[src/rtl/mips_mem_pkg.sv]
// Shared types and constants for the multicycle MIPS memory arbiter.
// Master IDs double as bit positions in the two-bit request vector.
package mips_mem_pkg;

  localparam int ADDR_W_DEF = 32;
  localparam int DATA_W_DEF = 32;

  localparam logic MST_CPU = 1'b0;
  localparam logic MST_DMA = 1'b1;

  typedef enum logic [1:0] {
    IDLE,
    ACCESS,
    DONE
  } arb_state_t;

endpackage

[src/rtl/arb_rr2.sv]
// Combinational two-way round-robin picker.
// On a tie, the requester that did not win last time gets the grant.
module arb_rr2
  import mips_mem_pkg::*;
(
  input  logic [1:0] req_i,
  input  logic       last_grant_i,
  output logic       grant_valid_o,
  output logic       grant_id_o
);

  always_comb begin
    grant_valid_o = |req_i;
    grant_id_o    = MST_CPU;
    if (req_i[MST_CPU] && req_i[MST_DMA]) begin
      grant_id_o = ~last_grant_i;
    end else if (req_i[MST_DMA]) begin
      grant_id_o = MST_DMA;
    end
  end

endmodule

[src/rtl/mips_mem_arbiter.sv]
// Serialises CPU and DMA accesses onto the single unified MIPS memory.
// Each access is held for MEM_LAT cycles, followed by a one-cycle ack to the owner.
module mips_mem_arbiter
  import mips_mem_pkg::*;
#(
  parameter int ADDR_W  = ADDR_W_DEF,
  parameter int DATA_W  = DATA_W_DEF,
  parameter int MEM_LAT = 2
) (
  input  logic              clk,
  input  logic              rst,
  input  logic              cpu_req,
  input  logic              cpu_we,
  input  logic [ADDR_W-1:0] cpu_addr,
  input  logic [DATA_W-1:0] cpu_wdata,
  output logic [DATA_W-1:0] cpu_rdata,
  output logic              cpu_ack,
  input  logic              dma_req,
  input  logic              dma_we,
  input  logic [ADDR_W-1:0] dma_addr,
  input  logic [DATA_W-1:0] dma_wdata,
  output logic [DATA_W-1:0] dma_rdata,
  output logic              dma_ack,
  output logic [ADDR_W-1:0] mem_addr,
  output logic [DATA_W-1:0] mem_wdata,
  output logic              mem_read,
  output logic              mem_write,
  input  logic [DATA_W-1:0] mem_rdata,
  output logic              busy
);

  localparam int CNT_W = (MEM_LAT > 1) ? $clog2(MEM_LAT) : 1;
  localparam logic [CNT_W-1:0] CNT_LOAD = CNT_W'(MEM_LAT - 1);

  arb_state_t        state_q, state_d;
  logic [CNT_W-1:0]  cnt_q, cnt_d;
  logic              owner_q, owner_d;
  logic              we_q, we_d;
  logic [ADDR_W-1:0] addr_q, addr_d;
  logic [DATA_W-1:0] wdata_q, wdata_d;
  logic              last_grant_q, last_grant_d;
  logic [DATA_W-1:0] cpu_rdata_q, cpu_rdata_d;
  logic [DATA_W-1:0] dma_rdata_q, dma_rdata_d;

  logic grant_valid;
  logic grant_id;

  arb_rr2 u_arb (
    .req_i        ({dma_req, cpu_req}),
    .last_grant_i (last_grant_q),
    .grant_valid_o(grant_valid),
    .grant_id_o   (grant_id)
  );

  always_ff @(posedge clk or posedge rst) begin
    if (rst) begin
      state_q      <= IDLE;
      cnt_q        <= '0;
      owner_q      <= MST_CPU;
      we_q         <= 1'b0;
      addr_q       <= '0;
      wdata_q      <= '0;
      last_grant_q <= MST_DMA;
      cpu_rdata_q  <= '0;
      dma_rdata_q  <= '0;
    end else begin
      state_q      <= state_d;
      cnt_q        <= cnt_d;
      owner_q      <= owner_d;
      we_q         <= we_d;
      addr_q       <= addr_d;
      wdata_q      <= wdata_d;
      last_grant_q <= last_grant_d;
      cpu_rdata_q  <= cpu_rdata_d;
      dma_rdata_q  <= dma_rdata_d;
    end
  end

  always_comb begin
    state_d      = state_q;
    cnt_d        = cnt_q;
    owner_d      = owner_q;
    we_d         = we_q;
    addr_d       = addr_q;
    wdata_d      = wdata_q;
    last_grant_d = last_grant_q;
    cpu_rdata_d  = cpu_rdata_q;
    dma_rdata_d  = dma_rdata_q;
    unique case (state_q)
      IDLE: begin
        if (grant_valid) begin
          owner_d = grant_id;
          we_d    = (grant_id == MST_DMA) ? dma_we    : cpu_we;
          addr_d  = (grant_id == MST_DMA) ? dma_addr  : cpu_addr;
          wdata_d = (grant_id == MST_DMA) ? dma_wdata : cpu_wdata;
          cnt_d   = CNT_LOAD;
          state_d = ACCESS;
        end
      end
      ACCESS: begin
        if (cnt_q == '0) begin
          // Read data is sampled on the final strobe cycle, while the address is still driven.
          if (!we_q) begin
            if (owner_q == MST_DMA) dma_rdata_d = mem_rdata;
            else                    cpu_rdata_d = mem_rdata;
          end
          last_grant_d = owner_q;
          state_d      = DONE;
        end else begin
          cnt_d = cnt_q - CNT_W'(1);
        end
      end
      DONE:    state_d = IDLE;
      default: state_d = IDLE;
    endcase
  end

  // Address and write data stay on the owner registers, so they hold through IDLE.
  assign mem_addr  = addr_q;
  assign mem_wdata = wdata_q;
  assign mem_read  = (state_q == ACCESS) && !we_q;
  assign mem_write = (state_q == ACCESS) && we_q;
  assign cpu_ack   = (state_q == DONE) && (owner_q == MST_CPU);
  assign dma_ack   = (state_q == DONE) && (owner_q == MST_DMA);
  assign cpu_rdata = cpu_rdata_q;
  assign dma_rdata = dma_rdata_q;
  assign busy      = (state_q != IDLE);

endmodule

[config.mk]
export PLATFORM = sky130hd
export DESIGN_NAME = mips_mem_arbiter
export DESIGN_NICKNAME = d
export VERILOG_FILES = /design/src/rtl/mips_mem_pkg.sv /design/src/rtl/arb_rr2.sv /design/src/rtl/mips_mem_arbiter.sv
export SDC_FILE = /design/constraint.sdc
export NUM_CORES = 1
export LEC_CHECK = 0
export ABC_AREA = 1
export BUFFER_PORTS_ARGS = -buffer_cell sky130_fd_sc_hd__buf_4
export CORE_MARGIN = 1
export CORE_UTILIZATION = 43
export DETAILED_ROUTE_END_ITERATION = 6
export PLACE_DENSITY = 0.75
export SYNTH_ARGS = -nofsm -noshare
export SYNTH_HDL_FRONTEND = slang
export SYNTH_SLANG_ARGS = --single-unit
[constraint.sdc]
create_clock -name clk -period 3.4 [get_ports clk]
set_input_delay 0 -clock clk [delete_from_list [all_inputs] [get_ports clk]]
set_output_delay 0 -clock clk [all_outputs]
set_load 0.03 [all_outputs]
* Word level (Yosys, flattened, before mapping)
Index checks and enable logic that the tools add are counted.
Operators by class: add/sub/neg operators 1, equality and inequality tests 4, mux-type cells 11, bitwise operators 4, reductions and logical operators 16
Operators by type and width (count):
- $mux W32 | 2
- $reduce_and A2 Y1 | 4
- $reduce_and A4 Y1 | 2
- $logic_and A1 B1 Y1 | 5
- $mux W1 | 5
- $mux W2 | 2
- $ne A2 B2 Y1 const B | 2
- $not A1 Y1 | 4
- $pmux W2 S2 | 1
- $reduce_bool A2 Y1 | 2
- $eq A2 B1 Y1 const B | 1
- $eq A2 B2 Y1 const B | 1
- $logic_not A2 Y1 | 1
- $pmux W1 S2 | 1
- $reduce_or A2 Y1 | 1
- $logic_not A1 Y1 | 1
- $sub A1 B1 Y1 const B | 1
Word-level totals: flip-flop bits (word level) 134, bits of input ports 166, word-level logic and storage cells 45

* Logic depth before layout (Yosys ltp)
Gate-level depths: netlist (run 1).
word-level depth 3, gate-level depth with buffers 7, gate-level depth less buffers 6

* By module
Synthesis (run 1) repeated with hierarchy kept, for this count alone.
Second synthesis, totals: cell total of the unflattened synthesis 801, area, all modules 6112.1 um2
Modules (own cells, without submodules):
- mips_mem_arbiter | times used 1, cells each 798, area each 6097.1 um2
- arb_rr2 | times used 1, cells each 3, area each 15.0 um2

* Worst setup path before layout (run 1)
Ideal clock, no wire load.
kind reg-to-output, start register owner_q, end output dma_ack, arrival time 1.400 ns, path slack 2.000 ns, stages on the path, launching flop included 5, path buffers 2, path through dfrtp_1 > buf_2 > inv_2 > clkbuf_1 > nor3_1
On the way: longest elaborated chain between the ends 1
RTL lines:
- start, declared | RTL line mips_mem_arbiter.sv:37 | logic owner_q, owner_d;
- start signal, assigned | RTL line mips_mem_arbiter.sv:69 | owner_q <= owner_d;
- $logic_and A1 B1 Y1 | RTL line mips_mem_arbiter.sv:124 | assign dma_ack = (state_q == DONE) && (owner_q == MST_DMA);
- end, declared | RTL line mips_mem_arbiter.sv:23 | output logic dma_ack,
Every way passes these cells.

* Worst setup path in the final report (run 1)
start register last_grant_q, end register addr_q[29] (netlist: mem_addr[29])
On the way: longest elaborated chain between the ends 3
RTL lines:
- start, declared | RTL line mips_mem_arbiter.sv:41 | logic last_grant_q, last_grant_d;
- start signal, assigned | RTL line mips_mem_arbiter.sv:73 | last_grant_q <= last_grant_d;
- $not A1 Y1 | RTL line arb_rr2.sv:16 | grant_id_o = ~last_grant_i;
- $mux W1 | RTL line arb_rr2.sv:15 | if (req_i[MST_CPU] && req_i[MST_DMA]) begin
- $mux W32 | RTL line mips_mem_arbiter.sv:94 | addr_d = (grant_id == MST_DMA) ? dma_addr : cpu_addr;
- end signal, assigned | RTL line mips_mem_arbiter.sv:71 | addr_q <= addr_d;
- end, declared | RTL line mips_mem_arbiter.sv:39 | logic [ADDR_W-1:0] addr_q, addr_d;
Every way passes these cells. A chain may end at the register's enable or synchronous reset.

==> flow_summary.json, run 1 <==
{
  "outcome": "completed",
  "setup_ws_ps": 1027,
  "h-tree-depth": 4,
  "postLayoutCoreUtil_pct": 74.94,
  "antenna_cells": 0,
  "drt-initial-drc-count": 503,
  "seq_area_frac_synth_pct": 50.98,
  "worst_setup_path_start_kind": "flip-flop",
  "path_max_fanout": 34,
  "maxSlewViolCount": 0,
  "grtUsageMet1_pct": 35.11,
  "leakage_uw": 0.006102,
  "met3_usage_pct": 7.434,
  "worst_ir_drop_vdd_mv": 0.4979,
  "yosys_warnings": 0,
  "clock_path_buffers": 2,
  "cts_sinks": 134,
  "clock_latency_ps": 410,
  "syn-num-nets": 1039,
  "r2r_start": "last_grant_q",
  "reg2reg_depth": 7,
  "gr-total-overflow": 0,
  "end_kind": "flip-flop",
  "nets": 1470,
  "hold_buffers": 163,
  "grt_usage_pct": 31.23,
  "fin_crit_ps": 2373,
  "syn_avg_cell_area_um2": 7.537,
  "fmax_mhz": 421.3,
  "coreArea_um2": 14750,
  "worstMarginPinSlew_ps": 816.4,
  "syn2layout_area_growth_pct": 68.04,
  "post_cts.repair.setup_buffers": 0,
  "hp-class": "input port to async pin",
  "antenna_found_initial": 0,
  "grt_busiest_layer": "met2",
  "rsz0062_at_grt": "no",
  "tns_ps": 0,
  "grt_pass1_vias": 7822,
  "synth-seq-cells": 134,
  "fin_area_um2": 11060,
  "maxCapViolations": 0,
  "antenna_left": 0,
  "required_ps": 3680,
  "synthCells": 873,
  "die_w_um": 125.7,
  "drtPass1Iterations": 5,
  "num_io_pins": 299,
  "clockRootBuffer": "clkbuf_16",
  "fin_worst_skew_ps": 12.96,
  "wl_per_cell_um": 16.37,
  "ys_types": 18,
  "die_h_um": 125.7,
  "initial_core_util_pct": 44.60,
  "grt_pass1_wl_um": 38740,
  "finalSetupViolCount": 0,
  "fp-row-count": 44,
  "path_clk_slew_ps": 50,
  "dp_hpwl_um": 13830,
  "tritoncts": "yes",
  "grt_use_met2_pct": 54.15,
  "port_buffers": 298,
  "place.gp.congestion": 0.8376,
  "pre_cts_slack_ps": 1491,
  "numCtsBuffers": 17,
  "slew_headroom_pct": 45.57,
  "syn_area_um2": 6580,
  "vias": 7808,
  "drc": 0,
  "critPathKind": "flip-flop to flip-flop",
  "grt_max_degree": 76,
  "finalHoldViolCount": 0,
  "r2r-end": "mem_addr[29]",
  "drt_wl_total_um": 24530,
  "power_per_cell_area_nw_per_um2": 958.0,
  "drive_gt1_share_pct": 26.41,
  "cts_resized": 0,
  "final.period_utilization_pct": 69.81,
  "r2r_slack_ps": 1030,
  "hold_ws_ps": 118.5,
  "n_fill_cell": 985,
  "dieArea_um2": 15800,
  "worstPathArrival_ps": 2650,
  "placed_area_um2": 8875,
  "viasPerCell": 5.212
}
[worst max-delay path by stage]
stage	to	from	slack (ps)	depth (start not counted)
after CTS	mem_wdata[14]	last_grant_q	1120	7
after detailed placement	mem_wdata[5]	dma_req	1490	6
after global routing	mem_addr[29]	last_grant_q	930	7
after global placement	mem_wdata[5]	dma_req	1490	6
after floorplan	cnt_q	rst	1740	1
final	mem_addr[29]	last_grant_q	1030	7
[sequential cells by signal (all words and copies together) (netlist names)]
name / cells
cpu_rdata: 32
state_q: 2
we_q: 1
dma_rdata: 32
mem_addr: 32
mem_wdata: 32
cnt_q: 1
owner_q: 1
last_grant_q: 1
[power breakdown]
part	total (uW)	internal (uW)	switching [uW]
registers	2980	2420	555
clock network	1720	1090	628
logic	5900	2150	3750
total	10600	5660	4930
[cell usage after synthesis, drive strengths merged]
master / n / area share [%]
dfrtp: 133 / 51
o21ai: 5 / 0.44
buf: 47 / 4.3
nor3: 2 / 0.15
inv: 137 / 7.8
dfstp: 1 / 0.40
nand2: 329 / 19
nor2: 8 / 0.57
nand4: 64 / 6.1
nand3: 132 / 10
clkbuf: 15 / 0.86
[critical path: stages, from the launching register on]
cell           delay [ps]
dfstp_2               530
nand2_2                50
nand2_2               530
buf_12                280
nand2_1                90
nand3_1                80
dlygate4sd3_1         590
nand2_1                80
[metal layers]
metal | up-vias | wire length, um
li1 | 3578 | -
met1 | 3651 | 9133
met2 | 486 | 12150
met3 | 93 | 2110
met4 | 0 | 1131
met5 | - | 0
[per-stage QoR]
stage	power, uW	instances
floorplan	6251	873
global placement	8145	1306
detailed placement	8236	1306
CTS	10440	1498
global route	11130	1498
finish	10590	1498
[cell families (layout without fill, tap and decap cells)]
| group | after synthesis | count (layout) | share of synthesized area [%] |
|---|---|---|---|
| flops | 134 | 134 | 50.98 |
| buf+inv | 199 | 640 | 12.97 |
| simple gates | 535 | 535 | 35.62 |
| compound gates | 5 | 5 | 0.4372 |
[layout make-up]
cell class                 instances  area (um2)  share of cell area [%]
sequential                       134        3354                   30.34
clock buffer                      25       505.5                   4.572
multi-input combinational        540        2400                   21.70
tap                              184       230.2                   2.082
clock inverter                     4       45.04                  0.4074
inverter                         137       518.0                   4.685
timing repair buffer             474        4004                   36.21
[cells in the final DEF, fill, tap and decap left out, drive strengths merged]
| cell type | synthesis | final |
|---|---|---|
| buf | 47 | 311 |
| bufinv | 0 | 1 |
| clkbuf | 15 | 25 |
| clkinv | 0 | 3 |
| clkinvlp | 0 | 1 |
| dfrtp | 133 | 133 |
| dfstp | 1 | 1 |
| dlygate4sd3 | 0 | 163 |
| inv | 137 | 136 |
| nand2 | 329 | 329 |
| nand3 | 132 | 132 |
| nand4 | 64 | 64 |
| nor2 | 8 | 8 |
| nor3 | 2 | 2 |
| o21ai | 5 | 5 |
Power figures use the tool's default switching activity.
==> inputs of run 2 (changes only) <==
==> constraint.sdc (replaced) <==
create_clock -name clk -period 1.9 [get_ports clk]
set_input_delay 0 -clock clk [delete_from_list [all_inputs] [get_ports clk]]
set_output_delay 0 -clock clk [all_outputs]
set_load 0.03 [all_outputs]
==> run 2 against run 1 <==
Count of clock-buffer cells in the layout fell by 5. Critical path depth decreased by 2. Clock power increased by 97%. Total power increased by 78%. Global-route usage rose by 1.6 points. Sequential power is 79% higher. Flip-flop and latch count unchanged. Critical endpoint is now mem_wdata[24]. Largest cell class unchanged.
==> flow_summary.json, run 2 (synthesis gave the netlist of run 1 again) <==
{
  "postLayoutCoreUtil_pct": 75.71,
  "critPathKind": "flip-flop to flip-flop",
  "grt_max_degree": 71,
  "placed_area_um2": 8925,
  "grtUsageMet1_pct": 36.82,
  "critPathSlowestCell": "buf_4",
  "h-tree-depth": 4,
  "max_stage_delay_ps": 560,
  "finalSetupViolCount": 0,
  "grt_use_met2_pct": 55.42,
  "clockRootBuffer": "clkbuf_16",
  "slew_headroom_pct": 40.34,
  "hp-class": "input port to flip-flop",
  "syn2layout_area_growth_pct": 69.77,
  "finalHoldViolCount": 0,
  "viasPerCell": 5.286,
  "nets": 1475,
  "hold_ws_ps": 57.85,
  "required_ps": 2210,
  "grt_busiest_layer": "met2",
  "port_buffers": 298,
  "tns_ps": 0,
  "die_w_um": 125.7,
  "fp-row-count": 44,
  "drt-initial-drc-count": 703,
  "drtPass1Iterations": 5,
  "place.gp.congestion": 0.8199,
  "rsz0062_at_grt": "no",
  "fin_area_um2": 11170,
  "end_kind": "flip-flop",
  "outcome": "completed",
  "antenna_found_initial": 1,
  "grt_pass1_wl_um": 40620,
  "layout_commonest_cell": "nand2_1",
  "path_clk_slew_ps": 60,
  "met3_usage_pct": 8.666,
  "drc": 0,
  "worstPathArrival_ps": 1970,
  "initial_core_util_pct": 44.60,
  "cts_resized": 0,
  "cts_sinks": 134,
  "antenna_left": 0,
  "clock_latency_ps": 420,
  "grt_usage_pct": 32.81,
  "leakage_uw": 0.006257,
  "maxSlewViolCount": 0,
  "gr-total-overflow": 0,
  "numCtsBuffers": 17,
  "grt_pass1_vias": 7955,
  "crit_chain": "nand2_2, buf_4, nand3_1, nand3_1, nand2_1",
  "vias": 7972,
  "dieArea_um2": 15800,
  "num_io_pins": 299,
  "worst_ir_drop_vdd_mv": 1.004,
  "final.period_utilization_pct": 87.43,
  "fmax_mhz": 602.0,
  "die_h_um": 125.7,
  "coreArea_um2": 14750,
  "fin_crit_ps": 1661,
  "drive_gt1_share_pct": 27.00,
  "cp_common_cell": "nand3_1",
  "dp_hpwl_um": 13620,
  "layout_common_cells": "327 x nand2_1, 312 x buf_4, 163 x dlygate4sd3_1",
  "maxCapViolations": 0,
  "path_max_fanout": 65,
  "wl_per_cell_um": 17.02,
  "fin_worst_skew_ps": 9.806,
  "worstMarginPinSlew_ps": 891.6,
  "clock_path_buffers": 2,
  "drt_wl_total_um": 25670,
  "tritoncts": "yes",
  "worst_setup_path_start_kind": "flip-flop",
  "power_per_cell_area_nw_per_um2": 1686
}
==> run 2: cell count changes in the layout (fill, tap and decap cells not counted), sizes merged <==
cell and delta:
buf +5, clkinv +2, bufinv +2, clkinvlp +4, clkbuf -5, diode +2
==> run 2: repair_timing <==
item,CTS,global route
hold buffers,163,0
buffers inserted,0,0
hold endpoints to repair,262,0
==> run 2: worst paths after layout <==
| check | slack (ps) | cells after the start | end | from |
|---|---|---|---|---|
| max in group asynchronous | 1300 | 4 | mem_wdata[29] | rst |
| min | 60 | 4 | mem_addr[18] | dma_req |
| max reg2reg | 240 | 5 | mem_wdata[24] | last_grant_q |
| min reg2reg | 470 | 2 | cpu_rdata[16] | cpu_rdata[16] |
| min in group asynchronous | 260 | 4 | mem_addr[15] | rst |
| max | 240 | 5 | mem_wdata[24] | last_grant_q |
==> run 2: layer usage <==
layer	wire length (um)	vias to the layer above
li1	-	3591
met1	9173	3674
met2	12410	578
met3	2564	129
met4	1517	0
met5	0	-
==> run 2: cell type report <==
| class | count | area, um2 |
|---|---|---|
| repair buffers | 479 | 4054 |
| well taps | 184 | 230.2 |
| clock buffers | 20 | 456.7 |
| flip-flops and latches | 134 | 3354 |
| multi-input cells | 540 | 2400 |
| clock inverters | 12 | 152.6 |
| inverters | 137 | 518.0 |
| diodes | 2 | 5.005 |
| fillers | 934 | 3583 |
==> run 2: through the flow <==
| stage | total power (uW) | std cells | setup slack [ps] |
|---|---|---|---|
| finish | 18840 | 1508 | 238.9 |
| global route | 19750 | 1507 | 205.7 |
| CTS | 18520 | 1506 | 417.9 |
| detailed placement | 14820 | 1311 | 404.7 |
| global placement | 14650 | 1311 | 437.7 |
| floorplan | 11190 | 873 | 235.6 |
==> run 2: worst max-delay path, delay by kind of cell, from the launching register on <==
family | cells | cell delay, ps
and+or+nand+nor | 4 | 570
buffers and inverters | 1 | 560
DFF | 1 | 370
==> run 2: power by group <==
part           leakage (uW)  switching (uW)  internal (uW)  total [uW]
clock network      0.000288            1260           2130        3390
registers           0.00162             986           4340        5320
logic               0.00435            6700           3430       10100
